$ cat src/rtl/serial_adder.sv
// Bit-serial N-bit adder: one full-adder cell plus a carry flip-flop, LSB first.
// Operands are captured on an accepted start; the result appears with a one-cycle
// done pulse N+1 edges later and holds until the next completion.
module serial_adder #(
  parameter int unsigned N = 8
) (
  input  logic         clk,
  input  logic         rst,
  input  logic         start,
  input  logic [N-1:0] a,
  input  logic [N-1:0] b,
  output logic         busy,
  output logic         done,
  output logic [N-1:0] sum,
  output logic         cout
);

  localparam int unsigned CW = (N > 1) ? $clog2(N) : 1;

  typedef enum logic [1:0] {
    IDLE  = 2'd0,
    SHIFT = 2'd1,
    DONE  = 2'd2
  } state_t;

  state_t         state;
  logic [N-1:0]   a_sh;
  logic [N-1:0]   b_sh;
  logic [N-1:0]   s_sh;
  logic           carry;
  logic [CW-1:0]  cnt;

  logic           bit_s;
  logic           bit_c;
  logic [N-1:0]   s_next;

  // Full-adder cell on the current LSBs and the stored carry
  always_comb begin
    bit_s  = a_sh[0] ^ b_sh[0] ^ carry;
    bit_c  = (a_sh[0] & b_sh[0]) | (carry & (a_sh[0] ^ b_sh[0]));
    s_next = {bit_s, s_sh[N-1:1]};
  end

  // Control FSM, datapath shift registers and registered outputs
  always_ff @(posedge clk or posedge rst) begin
    if (rst) begin
      state <= IDLE;
      a_sh  <= '0;
      b_sh  <= '0;
      s_sh  <= '0;
      carry <= 1'b0;
      cnt   <= '0;
      busy  <= 1'b0;
      done  <= 1'b0;
      sum   <= '0;
      cout  <= 1'b0;
    end else begin
      case (state)
        IDLE: begin
          done <= 1'b0;
          if (start) begin
            a_sh  <= a;
            b_sh  <= b;
            s_sh  <= '0;
            carry <= 1'b0;
            cnt   <= '0;
            busy  <= 1'b1;
            state <= SHIFT;
          end
        end
        SHIFT: begin
          carry <= bit_c;
          s_sh  <= s_next;
          a_sh  <= a_sh >> 1;
          b_sh  <= b_sh >> 1;
          cnt   <= cnt + CW'(1);
          if (cnt == CW'(N - 1)) begin
            sum   <= s_next;
            cout  <= bit_c;
            busy  <= 1'b0;
            done  <= 1'b1;
            state <= DONE;
          end
        end
        DONE: begin
          done  <= 1'b0;
          state <= IDLE;
        end
        default: begin
          busy  <= 1'b0;
          done  <= 1'b0;
          state <= IDLE;
        end
      endcase
    end
  end

endmodule

$ cat config.mk
export PLATFORM = sky130hd
export DESIGN_NAME = serial_adder
export DESIGN_NICKNAME = d
export VERILOG_FILES = /design/src/rtl/serial_adder.sv
export SDC_FILE = /design/constraint.sdc
export NUM_CORES = 1
export LEC_CHECK = 0
export BUFFER_PORTS_ARGS = -buffer_cell sky130_fd_sc_hd__buf_2
export CORE_MARGIN = 2
export CORE_UTILIZATION = 58
export DETAILED_ROUTE_END_ITERATION = 6
export GPL_TIMING_DRIVEN = 1
export PLACE_DENSITY = 0.9
export SYNTH_ARGS = -nofsm -noshare
export SYNTH_HDL_FRONTEND = slang
export SYNTH_SLANG_ARGS = --single-unit
$ cat constraint.sdc
create_clock -name clk -period 3 [get_ports clk]
set_input_delay 0 -clock clk [delete_from_list [all_inputs] [get_ports clk]]
set_output_delay 0 -clock clk [all_outputs]
set_load 0.01 [all_outputs]
# Word-level counts from Yosys, hierarchy flattened
# Cells that the tools add are included.
# totals
ff_bits	41
elab_cells	46
output_inout_bits	11
# op_classes
n_reduce_logical	6
eq_ne	5
n_bitwise	6
mux	18
addsub	1
# ops
cell	n
$pmux 8 s2	3
$mux 8	3
$pmux 3 s2	1
$reduce_and 2->1	3
$mux 1	5
$mux 2	2
$ne 2x2->1 const B	2
$pmux 2 s2	1
$add 3x1->3 const B	1
$eq 3x3->1 const B	1
$mux 3	1
$pmux 1 s3	1
$reduce_and 3->1	1
$and 1x1->1	2
$eq 2x1->1 const B	1
$eq 2x2->1 const B	1
$logic_not 2->1	1
$pmux 1 s2	1
$reduce_bool 2->1	1
$xor 1x1->1	2
$not 1->1	1
$or 1x1->1	1

# Depth between registers and ports, before layout
# depth
word_depth	4
depth_mapped	5
depth_no_buf	5

# Least setup slack after synthesis
# OpenSTA, ideal clock, no wires.
# synth_path
kind	register to register
startpoint	register cnt[0]
endpoint	register cout
path_stages_with_launch	5
path_slack_ns	1.592
setup_ns	0.125
n_path_buf	0
required_ns	2.875
t_arrival_ns	1.283
cell_sequence	dfrtp_1 > ha_1 > ha_1 > nand2_2 > mux2_2
# synth_via
elab_chain_len	2
# synth_rtl
item	line_no	source
start, declared	31	logic [CW-1:0] cnt;
start signal, assigned	76	cnt <= cnt + CW'(1);
$eq 3x3->1	77	if (cnt == CW'(N - 1)) begin
$reduce_and 2->1 (no line)	-	
end signal, assigned	79	cout <= bit_c;
end, declared	15	output logic cout
# No other way between the ends.
# A chain may end at the register's enable or synchronous reset.

# Worst setup path after layout
# layout_path
startpoint	register state[0]
endpoint	register sum[0]
# layout_via
elab_chain_len	2
# layout_rtl
item	line_no	source
start, declared	26	state_t state;
start signal, assigned	47	state <= IDLE;
start signal, assigned	68	state <= SHIFT;
start signal, assigned	82	state <= DONE;
$eq 2x1->1	58	case (state)
$reduce_and 2->1 (no line)	-	
end signal, assigned	78	sum <= s_next;
end, declared	14	output logic [N-1:0] sum,
# No other way between the ends.

==> run_results.csv <==
group,metric,value,unit
routing,wirelength,3695,µm
synth,synth_top_area_cell,"dfrtp_1",
synth,yosysWarnings,0,
cts,cts.path.max_buffers,2,
routing,vias,1313,
critical_path,cp.required,3.25,ns
synth,synth_top_cells_by_area,"dfrtp_1 58%, a22o_1 6.1%, mux2_2 5.9%, a21oi_1 3.2%, o22a_1 2.5%",
sta,period_minus_slack,1.947,ns
synth,synth-compound-area-share,18.90,%
min_path,hold_path_depth,4,
synth,yosys_register_bits,40,
synth,synth_nets,163,
sta,rsz0062_at_grt,"false",
cells_and_area,drive_gt1_share,28.57,%
critical_path,path_class,"reg2reg",
placement,place_ws,1.093,ns
power_and_ir_drop,peakVddDrop,0.7562,mV
synth,syn_area,1722,µm²
min_path,worst_hold_startpoint,"b[3]",
cts,clock_sinks,40,
synth,synth-seq-area-share,58.14,%
die,die_area,3420,µm²
sta,finClkSkew,0.01004,ns
cts,cts_inserted_buffers,5,
cts,post_cts_resize_count,0,
sta,finalSetupViolations,0,
sta,fin_crit_sh,64.89,%
sta,slew_headroom,49.42,%
synth,synthXorXnorAreaFrac,0,%
synth,synthCells,141,
placement,place_area,1872,µm²
critical_path,endpoint_kind,"register",
critical_path,reg2reg_slack,1.05,ns
placement,numPortBuffers,29,
sta,totalNegativeSetupSlack,0,ns
cts,clkSlewWorstSetupHoldPaths,0.12,ns
sta,setup_ws,1.053,ns
critical_path,rr_startpoint,"state[0]",
global_routing,grtUsageTotal,25.00,%
routing,drcViolationCount,0,
synth,synth_edf_count,0,
synth,synthAdderAreaFrac,2.616,%
synth,synthMuxAreaShare,5.887,%
sta,hold_viol,0,
cells_and_area,n_fill_cell,185,
critical_path,reg2reg_depth,3,
cells_and_area,syn2layout_area_growth,19.77,%
global_routing,overflow,0,
routing,first_iter_violations,40,
cells_and_area,antenna_cells,0,
critical_path,worstSetupStartpointType,"register",
synth,yosysMostFrequentCell,"dfrtp_1",
die,ios,30,
cts,cts_tree,"yes",
critical_path,worstPathArrival,2.20,ns
global_routing,grt_pass1_wl,6258,µm
global_routing,grt_pass1_vias,1318,
synth,synth_top_family_by_area,"compound AO/OA/AOI/OAI gates",
routing,vias_per_cell,6.164,
die,die_w,58.48,µm
cts,root_buffer,"clkbuf_4",
critical_path,worstReg2RegEnd,"sum[0]",
min_path,holdCritPathClass,"in2reg",
global_routing,grt_max_degree,41,
power_and_ir_drop,p_per_area,1009,nW/µm²
cts,clk_latency,0.36,ns
routing,firstDrtPassIters,4,
die,start_util,61.90,%
synth,post_synth_and_or_nand_nor_area_fraction,10.10,%
sta,slew_violations,0,
synth,synth_common_cells,"40 x dfrtp_1, 12 x a22o_1, 11 x a21oi_1",
routing,ant_nets,0,
cells_and_area,final_nets,203,
synth,ys.flop_type,"dfrtp_1",
synth,synth_top_cell_area_share,58.14,%
synth,yosysUniqueCellTypes,27,
global_routing,antenna_found_initial,0,
placement,dpl.hpwl,2340,µm
routing,wire_per_inst,17.35,µm
synth,avgSynthCellArea,12.21,µm²
placement,routabilityCongestion,0.7621,
power_and_ir_drop,leakage,0.9879,nW
run,drv_cap,0,
cells_and_area,fin_area,2062,µm²
cts,cts_max_level,2,
min_path,worstHoldEndpoint,"b_sh[3]",
die,core-area,2781,µm²
die,fp.dieH,58.48,µm
die,placementRows,19,
sta,worst_pin_slew,0.7582,ns
critical_path,worstPathMaxFanout,24,
sta,max_freq,513.7,MHz
run_status,outcome,"completed",
synth,async_flop_share,100.0,%
==> metal layers <==
layer,vias up,GRT usage [%],share of wire (%)
met3,14,5.275,4.6
met2,47,38.36,49
met5,-,0,0
li1,599,-,-
met4,0,12.96,3.3
met1,653,33.73,43
==> power by group <==
part	switching [W]	leakage (nW)	internal (W)
Sequential	0.000186	0.491	0.000776
Clock	0.000182	0.0484	0.000200
Combinational	0.000367	0.448	0.000369
==> critical path: stages (launching register included) <==
cell	delay [ns]
dfrtp_1	0.80
and2b_1	0.45
nand2_2	0.25
mux2_2	0.33
==> stage by stage <==
step                hold slack (ns)  utilization, %  power [W]  cells
detailed placement           0.1411           67.30   0.001684    195
floorplan                    0.1326               -   0.001467    141
global route                0.06766           74.13   0.002221    213
finish                      0.03612           74.13   0.002080    213
CTS                         0.02981           74.13   0.002072    213
global placement             0.1349           67.30   0.001621    195
==> worst max path at each step <==
stage | startpoint | to | depth (start not counted)
floorplan | cnt[0] | cout | 4
global placement | state[0] | sum[0] | 3
global route | state[0] | sum[4] | 3
detailed placement | state[0] | sum[5] | 3
CTS | state[0] | sum[0] | 3
finish | state[0] | sum[0] | 3
==> cell type report <==
type	instances	area, µm²	share of cell area (%)
multi-input combinational	85	645.6	31.31
clock buffer	6	51.30	2.488
clock inverter	2	38.79	1.881
timing repair buffer	40	252.7	12.26
sequential	40	1001	48.54
inverter	9	33.78	1.638
tap	31	38.79	1.881
==> registers in the layout (all words and copies together) (netlist names) <==
register,count
carry,1
cnt,3
busy,1
state,2
cout,1
sum,8
done,1
b_sh,8
a_sh,8
s_sh,7
==> logic make-up after synthesis <==
family          Yosys count
compound gates           44
flops                    40
simple gates             29
buf+inv                  16
mux                       9
fa+ha+maj                 3
==> layout by cell type (no fill, tap or decap) <==
cell and count:
nor2b_1 1, or4b_1 4, inv_1 8, a21oi_1 11, nor3_1 2, buf_4 1, dlygate4sd3_1 10, or3b_2 1
buf_2 29, nand2_1 6, o21ai_0 3, nor3b_1 5, a22o_1 12, and2b_1 1, ha_1 2, clkbuf_4 5
bufinv_16 1, clkinv_4 1, mux2_2 9, nand2_2 1, o21ba_2 1, o22a_1 5, clkbuf_8 1, o311a_1 4
a211oi_1 1, inv_2 1, o22ai_1 6, fa_1 1, o21bai_2 1, nand2b_1 2, nor2_1 6, dfrtp_1 40
==> timing repair <==
action | in CTS | in global routing
hold buffers | 10 | 0
buffers inserted | 0 | 0
endpoints found under the hold margin | 49 | 0
No activity file was read; power rests on OpenSTA's default activity.
